$ cat config.mk
export PLATFORM = sky130hd
export DESIGN_NAME = inst_feeder
export DESIGN_NICKNAME = d
export VERILOG_FILES = /design/src/rtl/AluCtrlSig_pkg.sv /design/src/rtl/inst_feeder_sync_fifo.sv /design/src/rtl/inst_feeder.sv
export SDC_FILE = /design/constraint.sdc
export NUM_CORES = 1
export LEC_CHECK = 0
export CELL_PAD_IN_SITES_DETAIL_PLACEMENT = 0
export CELL_PAD_IN_SITES_GLOBAL_PLACEMENT = 1
export CORE_MARGIN = 10
export CORE_UTILIZATION = 30
export DETAILED_ROUTE_END_ITERATION = 6
export PLACE_DENSITY = 0.53
export SETUP_SLACK_MARGIN = 0.5
export SLEW_MARGIN = 20
export SYNTH_ARGS = -nofsm -noshare
export SYNTH_HDL_FRONTEND = slang
export SYNTH_SLANG_ARGS = --single-unit
$ cat constraint.sdc
create_clock -name clk -period 6.6 [get_ports clk]
set_input_delay 0.66 -clock clk [delete_from_list [all_inputs] [get_ports clk]]
set_output_delay 0.66 -clock clk [all_outputs]
set_load 0.005 [all_outputs]
$ cat src/rtl/AluCtrlSig_pkg.sv
// AluCtrlSig_pkg
// Shared constants for the small MIPS-like core and its instruction feeder:
// primary opcodes, ALU function codes, architectural register numbers, the
// canonical NOP encoding and the feeder's FSM state type.
package AluCtrlSig_pkg;

  // Primary opcodes (instruction bits [31:26])
  localparam logic [5:0] OP_RTYPE = 6'h00;
  localparam logic [5:0] OP_J     = 6'h02;
  localparam logic [5:0] OP_BEQ   = 6'h04;
  localparam logic [5:0] OP_ADDI  = 6'h08;
  localparam logic [5:0] OP_LW    = 6'h23;
  localparam logic [5:0] OP_SW    = 6'h2B;

  // R-type function codes (instruction bits [5:0])
  localparam logic [5:0] FN_SLL   = 6'h00;
  localparam logic [5:0] FN_ADD   = 6'h20;
  localparam logic [5:0] FN_SUB   = 6'h22;
  localparam logic [5:0] FN_AND   = 6'h24;
  localparam logic [5:0] FN_OR    = 6'h25;

  // Architectural register numbers
  localparam logic [4:0] REG_ZERO = 5'd0;
  localparam logic [4:0] REG_AT   = 5'd1;
  localparam logic [4:0] REG_SP   = 5'd29;
  localparam logic [4:0] REG_RA   = 5'd31;

  // sll $0,$0,0 encodes as all zeros; this is what the core sees when the
  // feeder has nothing to issue.
  localparam logic [31:0] NOP_INST = 32'h0000_0000;

  // Feeder issue FSM
  typedef enum logic [1:0] {
    IDLE  = 2'd0,
    ISSUE = 2'd1,
    GAP   = 2'd2
  } feeder_state_t;

endpackage

$ cat src/rtl/inst_feeder_sync_fifo.sv
// sync_fifo
// Single-clock FIFO holding instructions for the feeder. The head entry is
// presented combinationally on rd_data; it is only meaningful when count != 0.
// A word written into an empty FIFO becomes visible at the head after the
// write edge, so there is no fall-through path from wr_data to rd_data.
//
// Ports:
//   clk, reset_n   clock / async active-low reset
//   flush          synchronous clear of pointers and count (wins over push/pop)
//   push, wr_data  enqueue request and data (ignored when full)
//   pop            dequeue request (ignored when empty)
//   rd_data        current head entry
//   count          registered occupancy, 0..DEPTH
module sync_fifo
  import AluCtrlSig_pkg::*;
#(
  parameter int IW    = 32,
  parameter int DEPTH = 8
) (
  input  logic                   clk,
  input  logic                   reset_n,
  input  logic                   flush,
  input  logic                   push,
  input  logic [IW-1:0]          wr_data,
  input  logic                   pop,
  output logic [IW-1:0]          rd_data,
  output logic [$clog2(DEPTH):0] count
);

  localparam int AW = $clog2(DEPTH);
  localparam logic [AW:0] FULL = (AW + 1)'(DEPTH);

  logic [IW-1:0] mem_q [DEPTH];
  logic [AW-1:0] wr_ptr_q, wr_ptr_d;
  logic [AW-1:0] rd_ptr_q, rd_ptr_d;
  logic [AW:0]   count_q, count_d;
  logic          push_ok, pop_ok;

  // Guard against misuse at the boundaries; flush suppresses both sides.
  assign push_ok = push && (count_q != FULL) && !flush;
  assign pop_ok  = pop && (count_q != '0) && !flush;

  // Pointers are AW bits wide and DEPTH is a power of two, so the natural
  // overflow of the increment is the modulo-DEPTH wrap.
  always_comb begin
    wr_ptr_d = wr_ptr_q;
    rd_ptr_d = rd_ptr_q;
    count_d  = count_q;
    if (flush) begin
      wr_ptr_d = '0;
      rd_ptr_d = '0;
      count_d  = '0;
    end else begin
      if (push_ok) wr_ptr_d = wr_ptr_q + AW'(1);
      if (pop_ok)  rd_ptr_d = rd_ptr_q + AW'(1);
      case ({push_ok, pop_ok})
        2'b10:   count_d = count_q + (AW + 1)'(1);
        2'b01:   count_d = count_q - (AW + 1)'(1);
        default: count_d = count_q;
      endcase
    end
  end

  always_ff @(posedge clk or negedge reset_n) begin
    if (!reset_n) begin
      wr_ptr_q <= '0;
      rd_ptr_q <= '0;
      count_q  <= '0;
    end else begin
      wr_ptr_q <= wr_ptr_d;
      rd_ptr_q <= rd_ptr_d;
      count_q  <= count_d;
    end
  end

  // Storage carries no reset: contents are only read below count.
  always_ff @(posedge clk) begin
    if (push_ok) mem_q[wr_ptr_q] <= wr_data;
  end

  assign rd_data = mem_q[rd_ptr_q];
  assign count   = count_q;

endmodule

$ cat src/rtl/inst_feeder.sv
// inst_feeder
// Queues instructions loaded by a host and issues them, one per decision,
// onto the registered cpu inst port. After every issued instruction it
// inserts a configurable number of NOP cycles (cfg_gap, latched at issue).
//
// Handshake: a load transfers on a rising edge where wr_valid && wr_ready.
// wr_ready depends only on the registered occupancy (count < DEPTH), never on
// a same-cycle pop. wr_valid while !wr_ready drops the word and sets the
// sticky ovf flag. flush overrides any same-cycle load and never sets ovf.
//
// Ports:
//   clk, reset_n          clock / async active-low reset
//   wr_valid, wr_data     load request and instruction
//   wr_ready              load can be accepted
//   run                   issue enable, sampled at each issue decision
//   flush                 synchronous clear of queue and issue state
//   cfg_gap               NOP cycles after each issued instruction
//   inst, inst_valid      registered instruction (NOP = 0 when not valid)
//   count                 queue occupancy
//   issued                issued-instruction counter (wraps at 16 bits)
//   ovf                   sticky overflow flag
//   dbg_state             current issue FSM state (feeder_state_t encoding)
module inst_feeder
  import AluCtrlSig_pkg::*;
#(
  parameter int IW    = 32,
  parameter int DEPTH = 8,
  parameter int GW    = 3
) (
  input  logic                   clk,
  input  logic                   reset_n,
  input  logic                   wr_valid,
  input  logic [IW-1:0]          wr_data,
  output logic                   wr_ready,
  input  logic                   run,
  input  logic                   flush,
  input  logic [GW-1:0]          cfg_gap,
  output logic [IW-1:0]          inst,
  output logic                   inst_valid,
  output logic [$clog2(DEPTH):0] count,
  output logic [15:0]            issued,
  output logic                   ovf,
  output logic [1:0]             dbg_state
);

  localparam int CW = $clog2(DEPTH) + 1;
  localparam logic [CW-1:0] FULL = CW'(DEPTH);
  localparam logic [IW-1:0] NOP  = IW'(NOP_INST);

  feeder_state_t state_q, state_d;
  logic [GW-1:0] gap_cnt_q, gap_cnt_d;
  logic [GW-1:0] gap_lat_q, gap_lat_d;
  logic [IW-1:0] inst_q, inst_d;
  logic          inst_valid_q, inst_valid_d;
  logic [15:0]   issued_q, issued_d;
  logic          ovf_q, ovf_d;

  logic [CW-1:0] fifo_count;
  logic [IW-1:0] fifo_head;
  logic          push, pop, decide;

  assign wr_ready = (fifo_count < FULL);
  assign push     = wr_valid && wr_ready && !flush;
  assign ovf_d    = ovf_q | (wr_valid && !wr_ready && !flush);

  sync_fifo #(
    .IW    (IW),
    .DEPTH (DEPTH)
  ) u_fifo (
    .clk     (clk),
    .reset_n (reset_n),
    .flush   (flush),
    .push    (push),
    .wr_data (wr_data),
    .pop     (pop),
    .rd_data (fifo_head),
    .count   (fifo_count)
  );

  // Next-state / output logic. "decide" marks the cycles in which a new
  // instruction may be issued; everything else holds NOP.
  always_comb begin
    state_d      = state_q;
    gap_cnt_d    = gap_cnt_q;
    gap_lat_d    = gap_lat_q;
    inst_d       = NOP;
    inst_valid_d = 1'b0;
    issued_d     = issued_q;
    pop          = 1'b0;
    decide       = 1'b0;

    if (flush) begin
      state_d   = IDLE;
      gap_cnt_d = '0;
    end else begin
      case (state_q)
        IDLE: decide = 1'b1;
        ISSUE: begin
          if (gap_lat_q == '0) begin
            decide = 1'b1;
          end else begin
            // This cycle is the first NOP of the gap; GAP supplies the rest.
            gap_cnt_d = gap_lat_q;
            state_d   = GAP;
          end
        end
        GAP: begin
          if (gap_cnt_q > GW'(1)) gap_cnt_d = gap_cnt_q - GW'(1);
          else                    decide    = 1'b1;
        end
        default: state_d = IDLE;
      endcase

      if (decide) begin
        gap_cnt_d = '0;
        if (run && (fifo_count != '0)) begin
          pop          = 1'b1;
          inst_d       = fifo_head;
          inst_valid_d = 1'b1;
          issued_d     = issued_q + 16'd1;
          gap_lat_d    = cfg_gap;
          state_d      = ISSUE;
        end else begin
          state_d = IDLE;
        end
      end
    end
  end

  always_ff @(posedge clk or negedge reset_n) begin
    if (!reset_n) begin
      state_q      <= IDLE;
      gap_cnt_q    <= '0;
      gap_lat_q    <= '0;
      inst_q       <= NOP;
      inst_valid_q <= 1'b0;
      issued_q     <= '0;
      ovf_q        <= 1'b0;
    end else begin
      state_q      <= state_d;
      gap_cnt_q    <= gap_cnt_d;
      gap_lat_q    <= gap_lat_d;
      inst_q       <= inst_d;
      inst_valid_q <= inst_valid_d;
      issued_q     <= issued_d;
      ovf_q        <= ovf_d;
    end
  end

  assign inst       = inst_q;
  assign inst_valid = inst_valid_q;
  assign count      = fifo_count;
  assign issued     = issued_q;
  assign ovf        = ovf_q;
  assign dbg_state  = state_q;

endmodule
==> out/metrics.csv <==
stage;metric;value;unit
floorplanning;core area;40830;µm²
setup_path;critical path startpoint category;primary input;
pwr;total power per unit cell area;322.3;nW/µm²
pwr;static leakage power;5.137;nW
global_routing;wire length of the first global-routing pass;41.28;mm
cts;Max Root-Sink Buffers;3;
setup_path;cell family contributing the most delay on the critical path;simple AND/OR/NAND/NOR gates;
timing;hold violation total from the final report;0;
cts;root buffer cell;sky130_fd_sc_hd__clkbuf_16;
synth;synthesized flop and latch total;324;
routing;drt drc;0;
cts;CTS H-Tree Depth;2;
layout;final design instance area without fill;15400;µm²
cts;Post-CTS Resized;0;
floorplanning;Site Rows;74;
status;status;finished, final reports clean;
timing;number of max-slew violations in the final report;0;
timing;unrepaired setup endpoints after global routing;no;
placed_design;final weighted congestion in routability-driven placement;0.7061;
synth;cells after synthesis;633;
timing;Fin Setup TNS;0;ns
setup_path;crit path DAT;3.43;ns
layout;layout cells sized above 1;0.1933;
global_routing;initial antenna violation count;1;
synth;dominant cell type by area after synthesis;sky130_fd_sc_hd__edfxtp_1;
setup_path;Worst Setup End Kind;flop;
global_routing;via count of the first global-routing pass;6717;
cts;total CTS buffers;36;
routing;per-cell via count in the routed design;4.595;
synth;share of the synthesized area in the top cell type;0.6212;
synth;synthesized net count;685;
setup_path;most numerous cell on the critical path;sky130_fd_sc_hd__a21o_1;
floorplanning;vertical extent of the die;223.1;µm
routing;Pre-antenna DRT Iters;4;
synth;part of the Yosys area used for sequential elements;0.7587;
setup_path;class of the most critical setup path;in -> reg;
timing;Clock Skew;0.02291;ns
synth;Synth Flop Type;sky130_fd_sc_hd__edfxtp_1;
routing;Iteration-0 DRC Markers;388;
synth;async set-or-reset flop fraction in the synthesized netlist;0.2099;
routing;aggregate routed wire length;26.77;mm
synth;cell types occupying the most area after synthesis;sky130_fd_sc_hd__edfxtp_1 62%, sky130_fd_sc_hd__dfrtp_1 14%, sky130_fd_sc_hd__mux4_2 12%;
pwr;worst ir drop on vdd;0.1775;mV
cts;clk sinks;324;
routing;average routed wire per standard cell;20.37;µm
synth;Yosys cell types;40;
setup_path;delay of the slowest critical-path stage;0.73;ns
layout;net total in the final layout;806;
min_path;worst min-delay path class;in -> async;
placed_design;placed cell areas;14120;µm²
timing;maximum achievable frequency;332.4;MHz
placed_design;Detail Placement HPWL;15.85;mm
timing;fraction of the cycle the final worst path needs;0.4558;
setup_path;worst-path cell chain;clkdlybuf4s50_1 -> nor2b_1 -> and3b_4 -> nand3_1 -> inv_1 -> ha_1 -> a21o_1 -> a21o_1 -> or4_1 -> a31oi_1;
timing;Least-Margin Pin Slew;1.042;ns
cts;number of setup buffers added after CTS;0;
cts;cts-stage hold buffer count;0;
setup_path;worst path bufs/invs;2;
synth;mean area per synthesized cell;19.55;µm²
floorplanning;Starting Density;0.3031;
synth;number of synthesized flops with an enable pin;256;
global_routing;pin count of the biggest net entering global routing;69;
cts;CTS tree;built;
cts;post-CTS clock slew at the launch and capture registers of the worst setup and hold paths;0.06;ns
synth;count leader, synth;sky130_fd_sc_hd__edfxtp_1;
synth;summed instance area of the synthesized netlist;12370;µm²
floorplanning;ports placed on the boundary;97;
placed_design;quantity of I/O buffers inserted on ports;96;
setup_path;slowest library cell on the worst path;sky130_fd_sc_hd__clkdlybuf4s50_1;
layout;final core area utilization;0.3771;
cts;clock latency on the worst-skew pair;0.52;ns
layout;Area Growth Syn to Fin;24.42;%
timing;Final Setup Violations;0;
routing;number of routed nets with antenna violations;0;
flow_run;number of violations of the max-capacitance limit;0;
synth;YS warnings;0;
timing;headroom to the max-slew limit;0.3052;
synth;top post-synthesis cells by count;256 x sky130_fd_sc_hd__edfxtp_1, 68 x sky130_fd_sc_hd__dfrtp_1, 64 x sky130_fd_sc_hd__mux4_2;
floorplanning;die footprint;49770;µm²
setup_path;required time of the worst setup path;7.02;ns
setup_path;maximum fanout count along the critical path;16;
timing;Tmin final;3.008;ns
global_routing;Remaining Overflow, GRT;0;
floorplanning;horizontal die dimension;223.1;µm
global_routing;total routing resource utilization after global routing;0.1063;
routing;Vias;6038;
[routing by layer]
layer  track usage  wire, µm
met2        0.1708     12820
met3       0.02942      1595
met5             0         0
met1        0.1384     11920
met4       0.02855       435
[flip-flops by register name, summed over array words and instances (netlist names)]
| signal | count |
|---|---|
| dbg_state | 2 |
| gap_cnt_q | 3 |
| gap_lat_q | 3 |
| inst | 32 |
| inst_valid | 1 |
| issued | 16 |
| ovf | 1 |
| u_fifo.count | 4 |
| u_fifo.mem_q | 256 |
| u_fifo.rd_ptr_q | 3 |
| u_fifo.wr_ptr_q | 3 |
[path summary, 6_finish.rpt]
check,from,endpoint,slack [ns],cells past startpoint
setup reg to reg,dbg_state[0],u_fifo.count[3],3.64,8
max in group asynchronous,reset_n,u_fifo.rd_ptr_q[0],5.90,1
min in group clk,issued[15],issued[15],0.48,1
setup / recovery,flush,u_fifo.count[3],3.59,10
hold reg to reg,issued[15],issued[15],0.48,1
hold / removal,reset_n,gap_cnt_q[1],0.17,1
[report_power, final]
part	internal (mW)	switching (mW)	total, mW
Clock	1.32	0.789	2.11
Combinational	0.268	0.216	0.484
Sequential	2.29	0.0867	2.37
[cells in the final DEF, fill, tap and decap left out, types with 2 or more instances in the layout]
master / count
sky130_fd_sc_hd__xnor2_1: 14
sky130_fd_sc_hd__mux4_2: 64
sky130_fd_sc_hd__clkdlybuf4s50_1: 95
sky130_fd_sc_hd__dfrtp_1: 65
sky130_fd_sc_hd__inv_1: 10
sky130_fd_sc_hd__mux2i_1: 33
sky130_fd_sc_hd__xor2_1: 4
sky130_fd_sc_hd__nand3_1: 9
sky130_fd_sc_hd__buf_4: 7
sky130_fd_sc_hd__nor4b_4: 2
sky130_fd_sc_hd__clkbuf_16: 36
sky130_fd_sc_hd__a21oi_1: 8
sky130_fd_sc_hd__clkbuf_8: 10
sky130_fd_sc_hd__clkbuf_1: 7
sky130_fd_sc_hd__nor2_4: 6
sky130_fd_sc_hd__nor2b_1: 3
sky130_fd_sc_hd__bufinv_16: 5
sky130_fd_sc_hd__nand2_1: 32
sky130_fd_sc_hd__or4_1: 2
sky130_fd_sc_hd__o21ai_0: 10
sky130_fd_sc_hd__dfrtp_2: 2
sky130_fd_sc_hd__nor3_2: 3
sky130_fd_sc_hd__o21bai_1: 3
sky130_fd_sc_hd__ha_1: 11
sky130_fd_sc_hd__a21o_1: 2
sky130_fd_sc_hd__a211oi_1: 2
sky130_fd_sc_hd__edfxtp_1: 256
sky130_fd_sc_hd__clkinv_2: 4
sky130_fd_sc_hd__buf_16: 4
sky130_fd_sc_hd__nand2b_1: 4
sky130_fd_sc_hd__nand3b_1: 2
sky130_fd_sc_hd__nand4_1: 2
sky130_fd_sc_hd__nor3_1: 4
sky130_fd_sc_hd__nor2_1: 42
[metrics by stage]
step / cells / total power, mW / hold slack [ns] / setup slack, ns
after detailed placement: 1248 / 2.916 / 0.4789 / 3.061
after floorplan: 633 / 2.688 / 0.3644 / 2.808
after CTS: 1313 / 5.051 / 0.3476 / 3.538
after global routing: 1313 / 5.186 / 0.2272 / 3.346
after global placement: 1244 / 2.905 / 0.4577 / 3.109
final: 1314 / 4.963 / 0.1706 / 3.592
[cell type report]
| type | count | area [µm²] |
|---|---|---|
| repair buffers | 107 | 1125 |
| flip-flops and latches | 324 | 9395 |
| fillers | 3735 | 25440 |
| inverters | 10 | 37.54 |
| well taps | 532 | 665.6 |
| diodes | 1 | 2.502 |
| clock buffers | 53 | 1065 |
| multi-input cells | 275 | 2902 |
| clock inverters | 12 | 203.9 |
[logic make-up (layout without fill, tap and decap cells)]
group,count (synthesis),after routing,share of synthesized area
fa+ha+maj,12,12,0.01274
other cells,0,1,0
xor+xnor,18,18,0.01274
mux,97,97,0.1432
compound gates,30,30,0.01486
flops,324,324,0.7587
simple gates,118,118,0.04651
buf+inv,34,182,0.01122
Power figures use the tool's default switching activity.
